**src/rtl/regfile_write_arbiter_pkg.sv**
```systemverilog
// Shared types for the register-file write-port arbiter: scoreboard states and FIFO entries.
package regfile_arb_pkg;

    localparam int AW       = 5;
    localparam int DW       = 32;
    localparam int NUM_REGS = 32;

    typedef enum logic [1:0] {
        IDLE,
        PENDING,
        QUEUED,
        GHOST
    } reg_state_e;

    typedef struct packed {
        logic [AW-1:0] addr;
        logic [DW-1:0] data;
        logic          killed;
    } wb_entry_t;

endpackage

```
**src/rtl/regfile_write_arbiter_if.sv**
```systemverilog
// Bundle of the writeback, load-issue, load-return, decode-read and regfile-write signals.
interface regfile_write_arbiter_if;
    import regfile_arb_pkg::*;

    logic          a_we;
    logic [AW-1:0] a_addr;
    logic [DW-1:0] a_data;
    logic          iss_valid;
    logic [AW-1:0] iss_addr;
    logic          iss_ok;
    logic          b_valid;
    logic          b_ready;
    logic [AW-1:0] b_addr;
    logic [DW-1:0] b_data;
    logic [AW-1:0] ra1;
    logic [AW-1:0] ra2;
    logic          rd1_busy;
    logic          rd2_busy;
    logic          rf_we;
    logic [AW-1:0] rf_wa;
    logic [DW-1:0] rf_wd;
    logic          proto_err;

    modport master (
        output a_we, a_addr, a_data, iss_valid, iss_addr,
               b_valid, b_addr, b_data, ra1, ra2,
        input  iss_ok, b_ready, rd1_busy, rd2_busy, rf_we, rf_wa, rf_wd, proto_err
    );

    modport slave (
        input  a_we, a_addr, a_data, iss_valid, iss_addr,
               b_valid, b_addr, b_data, ra1, ra2,
        output iss_ok, b_ready, rd1_busy, rd2_busy, rf_we, rf_wa, rf_wd, proto_err
    );

endinterface

```
**src/rtl/regfile_write_arbiter_wb_fifo.sv**
```systemverilog
// Circular FIFO of returned load data; entries can be marked killed in place so they
// drain later without writing the register file.
module wb_fifo
    import regfile_arb_pkg::*;
#(
    parameter int DEPTH = 2
) (
    input  logic          clk,
    input  logic          reset,
    input  logic          i_push,
    input  wb_entry_t     i_pushEntry,
    input  logic          i_pop,
    input  logic          i_killEn,
    input  logic [AW-1:0] i_killAddr,
    output logic          o_full,
    output logic          o_empty,
    output wb_entry_t     o_head
);

    localparam int PW = $clog2(DEPTH);

    logic [PW:0]      r_wrPtr;
    logic [PW:0]      r_rdPtr;
    logic [DEPTH-1:0] r_valid;
    wb_entry_t        r_mem [DEPTH];
    logic [PW-1:0]    w_wrIdx;
    logic [PW-1:0]    w_rdIdx;

    assign w_wrIdx = r_wrPtr[PW-1:0];
    assign w_rdIdx = r_rdPtr[PW-1:0];
    assign o_empty = (r_wrPtr == r_rdPtr);
    assign o_full  = (r_wrPtr[PW] != r_rdPtr[PW]) && (w_wrIdx == w_rdIdx);
    assign o_head  = r_mem[w_rdIdx];

    // Storage holds no reset; the valid bits and pointers decide what is live.
    always_ff @(posedge clk) begin
        for (int i = 0; i < DEPTH; i++) begin
            if (i_killEn && r_valid[i] && (r_mem[i].addr == i_killAddr)) begin
                r_mem[i].killed <= 1'b1;
            end
        end
        if (i_push) begin
            r_mem[w_wrIdx] <= i_pushEntry;
        end
    end

    always_ff @(posedge clk or negedge reset) begin
        if (!reset) begin
            r_wrPtr <= '0;
            r_rdPtr <= '0;
            r_valid <= '0;
        end else begin
            if (i_pop) begin
                r_rdPtr          <= r_rdPtr + 1'b1;
                r_valid[w_rdIdx] <= 1'b0;
            end
            if (i_push) begin
                r_wrPtr          <= r_wrPtr + 1'b1;
                r_valid[w_wrIdx] <= 1'b1;
            end
        end
    end

endmodule

```
**src/rtl/regfile_write_arbiter.sv**
```systemverilog
// Shares the regfile write port between the primary writeback path and buffered load
// returns, with a per-register load scoreboard driving decode hazard flags.
module regfile_write_arbiter
    import regfile_arb_pkg::*;
#(
    parameter int DEPTH = 2
) (
    input  logic             clk,
    input  logic             reset,
    regfile_write_arbiter_if.slave bus
);

    reg_state_e r_state [NUM_REGS];
    reg_state_e w_next  [NUM_REGS];
    logic       r_protoErr;
    logic       w_issOk;
    logic       w_full;
    logic       w_empty;
    logic       w_bFire;
    logic       w_push;
    logic       w_pop;
    logic       w_killEn;
    logic       w_protoHit;
    reg_state_e w_bState;
    wb_entry_t  w_head;
    wb_entry_t  w_pushEntry;

    assign w_bState    = r_state[bus.b_addr];
    assign w_bFire     = bus.b_valid && !w_full;
    // A same-cycle A write to the returning register wins; the return is dropped.
    assign w_push      = w_bFire && (w_bState == PENDING)
                         && !(bus.a_we && (bus.a_addr == bus.b_addr));
    assign w_protoHit  = w_bFire && (w_bState == IDLE);
    assign w_pop       = !bus.a_we && !w_empty;
    assign w_killEn    = bus.a_we && (r_state[bus.a_addr] == QUEUED);
    assign w_pushEntry = '{addr: bus.b_addr, data: bus.b_data, killed: 1'b0};

    wb_fifo #(.DEPTH(DEPTH)) u_fifo (
        .clk        (clk),
        .reset      (reset),
        .i_push     (w_push),
        .i_pushEntry(w_pushEntry),
        .i_pop      (w_pop),
        .i_killEn   (w_killEn),
        .i_killAddr (bus.a_addr),
        .o_full     (w_full),
        .o_empty    (w_empty),
        .o_head     (w_head)
    );

    always_ff @(posedge clk or negedge reset) begin
        if (!reset) begin
            for (int r = 0; r < NUM_REGS; r++) begin
                r_state[r] <= IDLE;
            end
        end else begin
            for (int r = 0; r < NUM_REGS; r++) begin
                r_state[r] <= w_next[r];
            end
        end
    end

    // Scoreboard next state: A write first, then load return / pop, then new issue.
    always_comb begin
        w_issOk = 1'b0;
        for (int r = 0; r < NUM_REGS; r++) begin : g_sb
            logic       aHit;
            logic       bHit;
            logic       popHit;
            reg_state_e st;
            aHit   = bus.a_we && (bus.a_addr == AW'(r));
            bHit   = w_bFire && (bus.b_addr == AW'(r));
            popHit = w_pop && !w_head.killed && (w_head.addr == AW'(r));
            st     = r_state[r];
            case (r_state[r])
                PENDING: begin
                    if (aHit)      st = bHit ? IDLE : GHOST;
                    else if (bHit) st = QUEUED;
                end
                QUEUED: begin
                    if (aHit || popHit) st = IDLE;
                end
                GHOST: begin
                    if (bHit) st = IDLE;
                end
                default: st = IDLE;
            endcase
            if ((r != 0) && (bus.iss_addr == AW'(r)) && (st == IDLE)) begin
                w_issOk = 1'b1;
                if (bus.iss_valid) st = PENDING;
            end
            w_next[r] = (r == 0) ? IDLE : st;
        end
    end

    always_ff @(posedge clk or negedge reset) begin
        if (!reset) begin
            r_protoErr <= 1'b0;
        end else if (w_protoHit) begin
            r_protoErr <= 1'b1;
        end
    end

    // A path has absolute priority; buffered returns drain only in A-idle cycles.
    always_comb begin
        if (bus.a_we) begin
            bus.rf_we = reset && (bus.a_addr != '0);
            bus.rf_wa = bus.a_addr;
            bus.rf_wd = bus.a_data;
        end else begin
            bus.rf_we = reset && !w_empty && !w_head.killed;
            bus.rf_wa = w_head.addr;
            bus.rf_wd = w_head.data;
        end
    end

    assign bus.iss_ok    = w_issOk;
    assign bus.b_ready   = !w_full;
    assign bus.rd1_busy  = (r_state[bus.ra1] == PENDING) || (r_state[bus.ra1] == QUEUED);
    assign bus.rd2_busy  = (r_state[bus.ra2] == PENDING) || (r_state[bus.ra2] == QUEUED);
    assign bus.proto_err = r_protoErr;

endmodule
```
**src/flat_wrapper.sv**
```systemverilog
// flat-port wrapper written by rule: the top's interface ports become plain ports
module regfile_write_arbiter_flat import regfile_arb_pkg::*;
#(
    parameter int DEPTH = 2
)
  (clk, reset, bus_a_we, bus_a_addr, bus_a_data, bus_iss_valid, bus_iss_addr, bus_b_valid, bus_b_addr, bus_b_data, bus_ra1, bus_ra2, bus_iss_ok, bus_b_ready, bus_rd1_busy, bus_rd2_busy, bus_rf_we, bus_rf_wa, bus_rf_wd, bus_proto_err);
  regfile_write_arbiter_if bus_i ();
  input  logic clk;
  input  logic reset;
  input wire logic [$bits(bus_i.a_we)-1:0] bus_a_we;
  input wire logic [$bits(bus_i.a_addr)-1:0] bus_a_addr;
  input wire logic [$bits(bus_i.a_data)-1:0] bus_a_data;
  input wire logic [$bits(bus_i.iss_valid)-1:0] bus_iss_valid;
  input wire logic [$bits(bus_i.iss_addr)-1:0] bus_iss_addr;
  input wire logic [$bits(bus_i.b_valid)-1:0] bus_b_valid;
  input wire logic [$bits(bus_i.b_addr)-1:0] bus_b_addr;
  input wire logic [$bits(bus_i.b_data)-1:0] bus_b_data;
  input wire logic [$bits(bus_i.ra1)-1:0] bus_ra1;
  input wire logic [$bits(bus_i.ra2)-1:0] bus_ra2;
  output wire logic [$bits(bus_i.iss_ok)-1:0] bus_iss_ok;
  output wire logic [$bits(bus_i.b_ready)-1:0] bus_b_ready;
  output wire logic [$bits(bus_i.rd1_busy)-1:0] bus_rd1_busy;
  output wire logic [$bits(bus_i.rd2_busy)-1:0] bus_rd2_busy;
  output wire logic [$bits(bus_i.rf_we)-1:0] bus_rf_we;
  output wire logic [$bits(bus_i.rf_wa)-1:0] bus_rf_wa;
  output wire logic [$bits(bus_i.rf_wd)-1:0] bus_rf_wd;
  output wire logic [$bits(bus_i.proto_err)-1:0] bus_proto_err;
  assign bus_i.a_we = bus_a_we;
  assign bus_i.a_addr = bus_a_addr;
  assign bus_i.a_data = bus_a_data;
  assign bus_i.iss_valid = bus_iss_valid;
  assign bus_i.iss_addr = bus_iss_addr;
  assign bus_i.b_valid = bus_b_valid;
  assign bus_i.b_addr = bus_b_addr;
  assign bus_i.b_data = bus_b_data;
  assign bus_i.ra1 = bus_ra1;
  assign bus_i.ra2 = bus_ra2;
  assign bus_iss_ok = bus_i.iss_ok;
  assign bus_b_ready = bus_i.b_ready;
  assign bus_rd1_busy = bus_i.rd1_busy;
  assign bus_rd2_busy = bus_i.rd2_busy;
  assign bus_rf_we = bus_i.rf_we;
  assign bus_rf_wa = bus_i.rf_wa;
  assign bus_rf_wd = bus_i.rf_wd;
  assign bus_proto_err = bus_i.proto_err;
  regfile_write_arbiter #(.DEPTH(DEPTH)) u_core (.clk(clk), .reset(reset), .bus(bus_i));
endmodule
```
**config.mk**
```make
export PLATFORM = sky130hd
export DESIGN_NAME = regfile_write_arbiter_flat
export DESIGN_NICKNAME = d
export VERILOG_FILES = /design/src/rtl/regfile_write_arbiter_pkg.sv /design/src/rtl/regfile_write_arbiter_if.sv /design/src/rtl/regfile_write_arbiter_wb_fifo.sv /design/src/rtl/regfile_write_arbiter.sv /design/src/flat_wrapper.sv
export SDC_FILE = /design/constraint.sdc
export NUM_CORES = 1
export LEC_CHECK = 0
export ABC_AREA = 1
export CAP_MARGIN = 20
export CORE_MARGIN = 2
export CORE_UTILIZATION = 40
export CTS_CLUSTER_DIAMETER = 50
export DETAILED_ROUTE_END_ITERATION = 6
export GPL_TIMING_DRIVEN = 0
export PLACE_DENSITY = 0.7
export SETUP_SLACK_MARGIN = 0.5
export SLEW_MARGIN = 10
export SYNTH_ARGS = -nofsm -noshare
export SYNTH_HDL_FRONTEND = slang
export SYNTH_SLANG_ARGS = --single-unit
export TNS_END_PERCENT = 5
```
**constraint.sdc**
```tcl
create_clock -name clk -period 3.5 [get_ports clk]
set_input_delay 0.35 -clock clk [delete_from_list [all_inputs] [get_ports clk]]
set_output_delay 0.35 -clock clk [all_outputs]
set_load 0.01 [all_outputs]
```
# Yosys cells after proc, flatten, opt, wreduce, memory -nomap -nowiden
# Memory sizes are Yosys's and may differ from the RTL's.
# Index checks and enable logic that the tools add are counted.
dict set report word_totals {
  register_bits 69
  latch_bits 0
  ramBits 76
  mem_bits_ro 0
  inputBits 94
  output_inout_bits 43
  elab_cells 801
  n_memories 1
}
# name depth word_bits read_ports rd_ports_with_merged_regs write_ports line
set memory_table {}
lappend memory_table {u_core.u_fifo.r_mem 2 38 3 0 3 regfile_write_arbiter_wb_fifo.sv:25} ;# wb_entry_t r_mem [DEPTH];
dict set report op_classes {
  n_addsub 2
  multipliers 0
  n_div 0
  order_cmp 8
  n_eq_ne 229
  shift 0
  mux 306
  bitwise 7
  reduce_logical 213
}
# cell count
set op_table {}
lappend op_table {{2-to-1 mux 2 bit} 227}
lappend op_table {{== test 5 bit, second input constant} 64}
lappend op_table {{case mux 2 bit (3 select lines)} 31}
lappend op_table {{== test 5 x 4 -> 1 bit, second input constant} 32}
lappend op_table {{logical AND 1 bit} 142}
lappend op_table {{== test 2 bit, second input constant} 65}
lappend op_table {{== test 5 x 3 -> 1 bit, second input constant} 16}
lappend op_table {{== test 2 x 1 -> 1 bit, second input constant} 34}
lappend op_table {{zero test 2 bit} 32}
lappend op_table {{binary-select mux 2 bit (select 5 bit)} 4}
lappend op_table {{== test 5 x 2 -> 1 bit, second input constant} 8}
lappend op_table {{2-to-1 mux 1 bit} 40}
lappend op_table {{logical OR 1 bit} 33}
lappend op_table {{2-to-1 mux 32 bit} 1}
lappend op_table {{greater-or-equal comparator 6 bit, second input constant} 4}
lappend op_table {{inverter 5 -> 6 bit} 4}
lappend op_table {{== test 5 x 1 -> 1 bit, second input constant} 4}
lappend op_table {{== test 5 bit} 3}
lappend op_table {{zero test 1 bit} 5}
lappend op_table {{2-to-1 mux 5 bit} 1}
lappend op_table {{nonzero test 5 bit} 1}
lappend op_table {{adder 2 x 1 -> 2 bit, second input constant} 2}
lappend op_table {{less-than comparator 1 x 2 -> 1 bit, second input constant} 2}
lappend op_table {{AND 2 bit} 1}
lappend op_table {{other kinds (7)} 9}

# Depth between registers and ports, before layout
# Gate-level depths: netlist (run 1).
dict set report logic_depth {
  ltp_word 41
  depth_mapped 18
  depth_no_buf 18
}

# Modules after synthesis
# From an unflattened synthesis (run 1), not the netlist that was laid out.
dict set report unflattened {
  hier_cells 1519
  hier_area_um2 10441.3
}
# module instances cells_per_inst area_each_um2 seq_area_each_um2
set modules_own_cells {}
lappend modules_own_cells {regfile_write_arbiter 1 1309 7164.4 1576.5}
lappend modules_own_cells {wb_fifo 1 210 3276.9 2412.3}

# Least setup slack after synthesis (run 1)
# OpenSTA, ideal clock, no wires.
dict set report synth_timing {
  path_kind {input to register}
  from {in bus_b_addr[1]}
  to {mem u_core.u_fifo.r_mem[0][10] (netlist name) (enable)}
  setup_time_ns 0.392
  arrival_time_ns 2.244
  required_ns 3.108
  path_slack_ns 0.865
  cell_stages 10
  n_path_buf 1
  path_cell_list {nor2_1 inv_1 buf_6 o22ai_1 o21ai_0 nand4_1 nor2_1 nor2_1 nand4_1 inv_1}
}
# element line
set synth_rtl {}
lappend synth_rtl {{from (decl)} flat_wrapper.sv:16} ;# input wire logic [$bits(bus_i.b_addr)-1:0] bus_b_addr;
lappend synth_rtl {{to (decl)} regfile_write_arbiter_wb_fifo.sv:25}

==> results of run 1 <==
-- cells in the final DEF (no fill, tap or decap), types with 4 or more instances in the layout --
master	synthesis	layout
nand3_1	139	127
buf_12	0	6
o21ai_0	141	132
clkbuf_16	0	17
clkinvlp_4	0	4
nor2_1	171	152
nand2_4	1	5
nand3b_1	10	10
buf_2	15	14
buf_4	6	59
inv_1	193	181
nor3_2	0	4
inv_2	2	12
dfrtp_1	69	68
clkdlybuf4s50_1	0	117
xor2_1	4	4
clkbuf_1	32	9
clkbuf_4	0	7
inv_8	0	4
buf_1	12	11
o21ai_1	1	8
edfxtp_1	74	74
clkinv_8	0	4
nor2_2	4	15
nor3_1	12	8
dlygate4sd2_1	0	6
clkbuf_2	0	11
a21oi_1	144	143
buf_6	4	12
nand3_2	1	12
o22ai_1	67	66
o21bai_1	10	10
nand4_1	31	31
nand2_2	4	19
nand2_1	406	385
o211ai_1	4	4
nor2_4	2	10
-- power groups by stage --
stage / Combinational [W] / Sequential [W] / Clock [W]
6_report: 0.00433 / 0.00270 / 0.00192
5_1_grt: 0.00461 / 0.00273 / 0.00198
3_3_place_gp: 0.00358 / 0.00269 / 0
4_1_cts: 0.00412 / 0.00266 / 0.00191
3_5_place_dp: 0.00363 / 0.00268 / 0
2_1_floorplan: 0.00217 / 0.00249 / 0
-- critical path, stage by stage (launching register included) --
cell and delay (ps):
dfrtp_2 450, inv_1 120, nand2_2 90, nand2_4 90, nand2_8 100, buf_12 150
nand4_1 150, inv_1 80, buf_4 130, buf_4 120, buf_4 120, buf_4 120
buf_4 120, buf_4 120, buf_4 120, buf_4 120, buf_4 120, buf_4 130
buf_4 130, buf_6 100, buf_6 100, buf_6 100, buf_6 100, o22ai_2 160
-- routing by layer --
metal / vias up / GRT usage (%) / part of all wire [%]
met5: - / 2.61 / 0.18
met4: 2 / 16.0 / 4.7
met3: 184 / 10.9 / 13
met2: 875 / 56.5 / 42
met1: 6076 / 52.6 / 40
li1: 5753 / - / -
-- metrics by stage --
step	utilization (%)	power, W	setup TNS (ps)	cells	setup WS (ps)
after floorplan	-	0.00467	0	1588	865
after global placement	47.2	0.00627	-144000	2054	-1390
after detailed placement	47.4	0.00631	-26540	2057	-601
after CTS	53.0	0.00868	0	2145	430
after global routing	53.3	0.00932	0	2147	171
final	53.3	0.00895	0	2147	268
-- timing repair --
action / 4_1_cts / 5_1_grt
buffers inserted: 53 / 2
cloned: 2 / 0
endpoints found under the setup margin: 81 / 88
resized for setup: 149 / 52
hold buffers: 1 / 0
pin swaps: 26 / 14
hold endpoints to repair: 33 / 0
-- cell families (layout without fill, tap and decap cells) --
kind of cell              after synthesis  in the layout  share of synthesized area, %
and+or+nand+nor                       786            786                          31.5
AOI/OAI and AO/OA                     384            384                          19.9
DFF                                   145            145                          37.9
xor gates and xnor gates                6              6                         0.499
buffers and inverters                 267            491                          10.2
-- how the worst max path moves through the flow --
stage                                      endpoint  slack, ps
2_1_floorplan  u_core.u_fifo.r_mem[0][10]$_DFFE_PP_        860
3_3_place_gp                              bus_rf_we      -1390
3_5_place_dp                             bus_iss_ok       -600
4_1_cts                                  bus_iss_ok        430
5_1_grt                                  bus_iss_ok        170
6_report               u_core.r_state[32]$_DFF_PN0_        270
-- cell type report --
class                           instances  area share (%)
Multi-Input combinational cell       1176            41.7
Sequential cell                       145            28.8
Timing Repair Buffer                  192            13.5
Inverter                              198            5.49
Buffer                                 69            3.23
Clock buffer                           17            3.07
Tap cell                              335            3.03
Clock inverter                         15            1.20
-- registers in the layout (all words and copies together), names as in the netlist --
name / cells
u_core.u_fifo.r_wrPtr: 2
u_core.u_fifo.r_rdPtr: 2
u_core.bus.proto_err: 1
u_core.r_state: 62
u_core.u_fifo.r_valid: 2
u_core.u_fifo.r_mem: 76
==> summary.txt, run 1 <==
Power and ir drop
  – Sequential Power Share: 30.2%
  – Sw Ratio: 48.2%
  – LEAKAGE: 6.22 nW
  – PwrDens: 646 nW/um2
  – Comb pwr share: 48.4%
  – Worst VDD drop: 391 uV
  – Net load switching power: 0.00431 W
  – Clock power share: 21.4%
  – Internal power: 0.00464 W

Placed design
  – HPWL after detailed placement: 40,100 um
  – Final GP Congestion: 1.05
  – Cell Area, Placed: 12,300 um2
  – I/O Buffers: 131

Clock tree
  – Clock sinks: 145
  – Worst-Skew Late Latency: 450 ps
  – Clk pin slew, worst setup/hold paths: 70 ps
  – Worst-case clock buffer depth: 2
  – H-tree depth: 4
  – Root buf cell: clkbuf_16
  – TritonCTS clock tree: yes
  – TritonCTS Buffers: 17

Timing
  – Final hold violation count: 0
  – Min Hold Slack: 295 ps
  – Clock skew: 11.9 ps
  – Final setup fails: 0
  – Worst Tran Pin Value: 1170 ps
  – Tmin final: 3230 ps
  – Relative slew slack: 22.1%
  – RSZ-0062 raised after global routing: true
  – Slew Viols, Final: 0
  – Final cycle utilization of the critical path: 92.4%
  – Fmax: 0.309 GHz

Worst setup path
  – Crit end category: flop
  – Worst Path Arrival: 3590 ps
  – Worst-case reg-to-reg path depth: 23
  – R2R Setup Slk: 270 ps
  – Worst path required time: 3860 ps
  – FF-to-FF Start: u_core.u_fifo.r_wrPtr[0]$_DFFE_PN0P_
  – Worst-path maximum fanout: 4
  – R2R Path End: u_core.r_state[32]$_DFF_PN0_
  – CP startpoint kind: flop
  – Kind of critical path: reg2reg
  – Critical path startpoint: u_core.u_fifo.r_wrPtr[0]$_DFFE_PN0P_

Floorplan
  – Chip height: 166 um
  – Die ar.: 27,600 um2
  – FP Rows: 59
  – Ports: 137
  – Die W: 166 um
  – Core ar.: 26,000 um2
  – Initial Util: 40.5%

Cells and area
  – Area of the multi-input gates: 5770 um2
  – Syn-to-layout area delta: 31.5%
  – Final nets: 1,893
  – # diodes: 0
  – Layout cells sized above 1: 13.1%
  – Filler cell count: 2,606
  – Post-route cell area: 13,800 um2
  – Register Area: 3990 um2

Yosys
  – Mapped Area: 10,500 um2
  – Cell variety after synth: 43
  – Synth Area per Inst: 6.63 um2
  – Net Count, Synth: 1,682
  – Yosys warning count: 0
  – Register area share after synthesis: 37.9%
  – Synth area leader: edfxtp_1
  – Synth area leaders: edfxtp_1, dfrtp_1, nand2_1
  – Yosys reg bits: 145
  – Ys async rst share: 47.6%
  – Post-synth EDFFs: 74
  – Top cells by count, synth: nand2_1, inv_1, nor2_1, a21oi_1, o21ai_0
  – Synth Instances: 1,588
  – Yosys top cell area share: 21.1%
  – Main synth FF type: edfxtp_1
  – Most frequent cell after synthesis: nand2_1

Outcome
  – Outcome: finished, final reports clean

Route
  – Drt drc: 0
  – Iter 0 DRT Violations: 2,201
  – ANT nets after route: 0
  – Drt first pass iters: 7
  – Wire length per cell: 25.0 um
  – Routed Wire Length: 53,700 um
  – Post-DR vias/cell: 6.00
  – Vias: 12,900

Min path
  – Hold Path Origin: bus_b_addr[2]
  – Hold Crit Depth: 1
  – Worst min-delay path category: in2reg
  – WHS Endpoint: u_core.u_fifo.r_mem[0][35]$_DFFE_PP_

GRT
  – First-pass GRT wire length: 78,600 um
  – Vias in the first global route: 12,300
  – Global route overflow: 0
  – Largest net degree at the start of global routing: 38
  – Global Route Usage Sum: 38.3%
  – Initial antenna violation count: 0

Flow run
  – # Max-Cap Violations: 0
No activity file was read; power rests on OpenSTA's default activity.
==> inputs of run 2 (changes only) <==
--- a/config.mk
+++ b/config.mk
@@ -5,7 +5,6 @@
 export SDC_FILE = /design/constraint.sdc
 export NUM_CORES = 1
 export LEC_CHECK = 0
-export ABC_AREA = 1
 export CAP_MARGIN = 20
 export CORE_MARGIN = 2
 export CORE_UTILIZATION = 40
@@ -18,4 +17,3 @@
 export SYNTH_ARGS = -nofsm -noshare
 export SYNTH_HDL_FRONTEND = slang
 export SYNTH_SLANG_ARGS = --single-unit
-export TNS_END_PERCENT = 5
==> summary.txt, run 2 <==
Outcome
  – Outcome: finished with violations
  – Failing checks: DRC, setup timing

Floorplan
  – Die W: 164 um (-1.5%)
  – Ports: 137 (unchanged)
  – Core ar.: 25,100 um2 (-3.4%)
  – Chip height: 164 um (-1.5%)
  – FP Rows: 58 (-1.7%)
  – Die ar.: 26,800 um2 (-2.9%)
  – Initial Util: 40.7% (+0.17 points)

Yosys
  – Register area share after synthesis: 39.1% (+1.2 points)
  – Mapped Area: 10,200 um2 (-3.0%)
  – Yosys top cell area share: 21.8% (+0.65 points)
  – Ys async rst share: 47.6% (unchanged)
  – Synth Area per Inst: 10.3 um2 (+56%)
  – Main synth FF type: edfxtp_1
  – Cell variety after synth: 76 (+77%)
  – Synth area leaders: edfxtp_1, dfrtp_1, mux4_2
  – Synth Instances: 989 (-38%)
  – Synth area leader: edfxtp_1
  – Post-synth EDFFs: 74 (unchanged)
  – Top cells by count, synth: o21ai_0, nand2_1, edfxtp_1, dfrtp_1, nor2_1
  – Net Count, Synth: 1,083 (-36%)
  – Yosys reg bits: 145 (unchanged)
  – Most frequent cell after synthesis: o21ai_0
  – Yosys warning count: 0 (unchanged)

Route
  – Drt drc: 9 (+9)
  – Post-DR vias/cell: 6.63 (+10%)
  – ANT nets after route: 0 (unchanged)
  – Routed Wire Length: 39,400 um (-27%)
  – Vias: 10,100 (-22%)
  – Wire length per cell: 25.9 um (+3.6%)
  – Drt first pass iters: 7 (unchanged)
  – Iter 0 DRT Violations: 1,503 (-32%)

Power and ir drop
  – Worst VDD drop: 361 uV (-7.7%)
  – Total Power: 0.00840 W (-6.1%)
  – Sw Ratio: 41.1% (-7.1 points)
  – Internal power: 0.00495 W (+6.8%)
  – Sequential Power Share: 32.7% (+2.5 points)
  – LEAKAGE: 5.05 nW (-19%)
  – Net load switching power: 0.00345 W (-20%)
  – Comb pwr share: 44.7% (-3.7 points)
  – PwrDens: 628 nW/um2 (-2.8%)
  – Clock power share: 22.5% (+1.1 points)

Cells and area
  – Commonest non-fill, non-tap cell in the layout: clkdlybuf4s50_1
  – Post-route cell area: 13,400 um2 (-3.4%)
  – Top flop regs: u_core.u_fifo.r_mem: 76 flops, u_core.r_state: 62 flops
  – Number of flip-flops in the largest register: 76 (unchanged)
  – # diodes: 0 (unchanged)
  – Most frequent cells in the layout: clkdlybuf4s50_1, nand2_1, o21ai_0
  – Final nets: 1,270 (-33%)
  – Area of the multi-input gates: 6140 um2 (+6.4%)
  – Filler cell count: 2,248 (-14%)
  – Syn-to-layout area delta: 31.0%
  – Register Area: 4000 um2 (+0.19%)
  – Layout cells sized above 1: 22.8% (+9.7 points)
  – Largest reg by FF count: u_core.u_fifo.r_mem

Clock tree
  – TritonCTS Buffers: 17 (unchanged)
  – Clock sinks: 145 (unchanged)
  – H-tree depth: 4 (unchanged)
  – Clk pin slew, worst setup/hold paths: 80 ps (about the same)
  – Worst-case clock buffer depth: 2 (unchanged)
  – Worst-Skew Late Latency: 440 ps (about the same)
  – Root buf cell: clkbuf_16
  – TritonCTS clock tree: yes

GRT
  – Global Route Usage Sum: 29.6% (-8.7 points)
  – Vias in the first global route: 9,786 (-21%)
  – Initial antenna violation count: 0 (unchanged)
  – First-pass GRT wire length: 59,000 um (-25%)
  – Largest net degree at the start of global routing: 43 (+13%)
  – Global route overflow: 0 (unchanged)

Min path
  – Worst min-delay path category: in2async

Worst setup path
  – Critical Path Most Common Cell: nand4_1
  – Worst Path Arrival: 3400 ps (-190 ps)
  – Worst-path maximum fanout: 6 (+2)
  – Kind of critical path: reg2out
  – WP buf/inv: 4 (-14)
  – Critical-path top delay cell: dfrtp_1
  – CP startpoint kind: flop
  – Crit end category: output pin
  – Crit-path cells: buf_6 -> buf_12 -> nand2b_1 -> o32ai_2 -> buf_4 -> a31o_2 -> o2111ai_1 -> nand4_1 -> nor4_4 -> nand4_1 -> buf_2
  – Worst path required time: 3150 ps (-710 ps)
  – Slowest stage delay, CP: 400 ps (-50 ps)
  – Top delay family on crit path: simple AND/OR/NAND/NOR gates

Timing
  – Final setup fails: 1 (+1)
  – Worst Tran Pin Value: 1290 ps (+122 ps)
  – Fmax: 0.267 GHz (-14%)
  – Slew Viols, Final: 0 (unchanged)
  – Clock skew: 14.6 ps (+2.65 ps)
  – Final worst slack: -249 ps (-517 ps)
  – Tmin final: 3750 ps (+517 ps)
  – Relative slew slack: 13.7% (-8.5 points)
  – Final hold violation count: 0 (unchanged)
  – RSZ-0062 raised after global routing: true
  – Final cycle utilization of the critical path: 107% (+15 points)

Placed design
  – I/O Buffers: 128 (-2.3%)
  – Final GP Congestion: 1.00 (-4.4%)
  – Cell Area, Placed: 12,000 um2 (-2.4%)
  – HPWL after detailed placement: 28,500 um (-29%)

Flow run
  – # Max-Cap Violations: 0 (unchanged)
-- run 2: cell types whose count changed after synthesis, sizes merged, moves of 18 or more --
cell	before	now
a21oi	144	31
a22o	0	20
inv	195	26
mux2	0	22
mux2i	0	42
mux4	0	59
nand2	411	101
nand3	140	25
nand4	31	11
nor2	177	62
nor2b	0	18
o21ai	143	111
o22ai	67	4
xor2	4	22
-- run 2: path summary, 6_finish.rpt --
| kind | slack [ps] | endpoint | startpoint | cells past startpoint |
|---|---|---|---|---|
| max | -250 | bus_iss_ok | u_core.u_fifo.r_rdPtr[0]$_DFFE_PN0P_ | 11 |
| min | 390 | u_core.r_state[25]$_DFF_PN0_ | reset | 2 |
| max reg2reg | 670 | u_core.u_fifo.r_mem[1][31]$_DFFE_PP_ | u_core.r_state[9]$_DFF_PN0_ | 6 |
| min reg2reg | 490 | u_core.bus.proto_err$_DFFE_PN0P_ | u_core.bus.proto_err$_DFFE_PN0P_ | 1 |
| max in group asynchronous | 2490 | u_core.r_state[39]$_DFF_PN0_ | reset | 3 |
| min in group clk | 450 | u_core.r_state[26]$_DFF_PN0_ | bus_iss_addr[4] | 3 |
-- run 2: logic make-up (layout without fill, tap and decap cells) --
group	count (synthesis)	after routing	share of synthesized area, %
AND/OR/NAND/NOR	327	328	16.8
AO/OA/AOI/OAI	270	270	17.6
flip-flops	145	145	39.1
multiplexers	123	123	19.7
buffers and inverters	93	292	3.91
XOR/XNOR	31	31	2.99
-- run 2: power by group through the flow --
stage / Clock, W / Combinational [W] / Sequential [W]
4_1_cts: 0.00191 / 0.00345 / 0.00270
6_report: 0.00189 / 0.00376 / 0.00275
5_1_grt: 0.00198 / 0.00394 / 0.00279
3_3_place_gp: 0 / 0.00305 / 0.00270
3_5_place_dp: 0 / 0.00313 / 0.00273
2_1_floorplan: 0 / 0.00206 / 0.00254
-- run 2: repair_timing --
action,in CTS,in global routing
endpoints found under the hold margin,28,0
gates resized for setup,80,64
endpoints found under the setup margin,121,74
cloned,1,0
setup buffers,19,13
pin swaps,14,17
hold buffers,1,0
-- run 2: final cells by class --
class / count / area share [%]
buffer: 67 / 3.36
clock buffer: 17 / 3.18
clock inverter: 15 / 1.45
inverter: 26 / 0.730
multi-input combinational: 752 / 45.9
sequential: 145 / 29.9
tap: 330 / 3.09
timing repair buffer: 167 / 12.4
-- run 2: per-stage QoR --
| stage | setup WS, ps | instances | hold slack (ps) | utilization, % | TNS [ps] |
|---|---|---|---|---|---|
| floorplan | 542 | 989 | 54.4 | - | 0 |
| global placement | -1160 | 1447 | 472 | 47.5 | -125730 |
| detailed placement | -1130 | 1453 | 323 | 47.9 | -49740 |
| CTS | -159 | 1506 | 393 | 52.1 | -159 |
| global route | -239 | 1519 | 439 | 53.3 | -239 |
| finish | -249 | 1519 | 387 | 53.3 | -249 |
-- run 2: worst register-to-register path, delay by kind of cell, from the launching register on --
family	cells	cell delay, ps
muxes	3	1300
DFF	1	500
and+or+nand+nor	2	520
buffers and inverters	1	200
-- run 2: routing by layer --
metal  track usage, %  routed length (um)  up-vias
li1                 -                   -     4202
met1             38.4               14700     4882
met2             43.8               17200      827
met3             9.19                5160      158
met4             16.3                2170        2
met5             2.27                  82        -
==> inputs of run 3 (changes only) <==
--- a/config.mk
+++ b/config.mk
@@ -11,6 +11,7 @@
 export CTS_CLUSTER_DIAMETER = 50
 export DETAILED_ROUTE_END_ITERATION = 6
 export GPL_TIMING_DRIVEN = 0
+export HOLD_SLACK_MARGIN = 0.1
 export PLACE_DENSITY = 0.7
 export SETUP_SLACK_MARGIN = 0.5
 export SLEW_MARGIN = 10
==> results of run 3 <==
No change in the layout: final DEF, timing and power equal those of run 2.
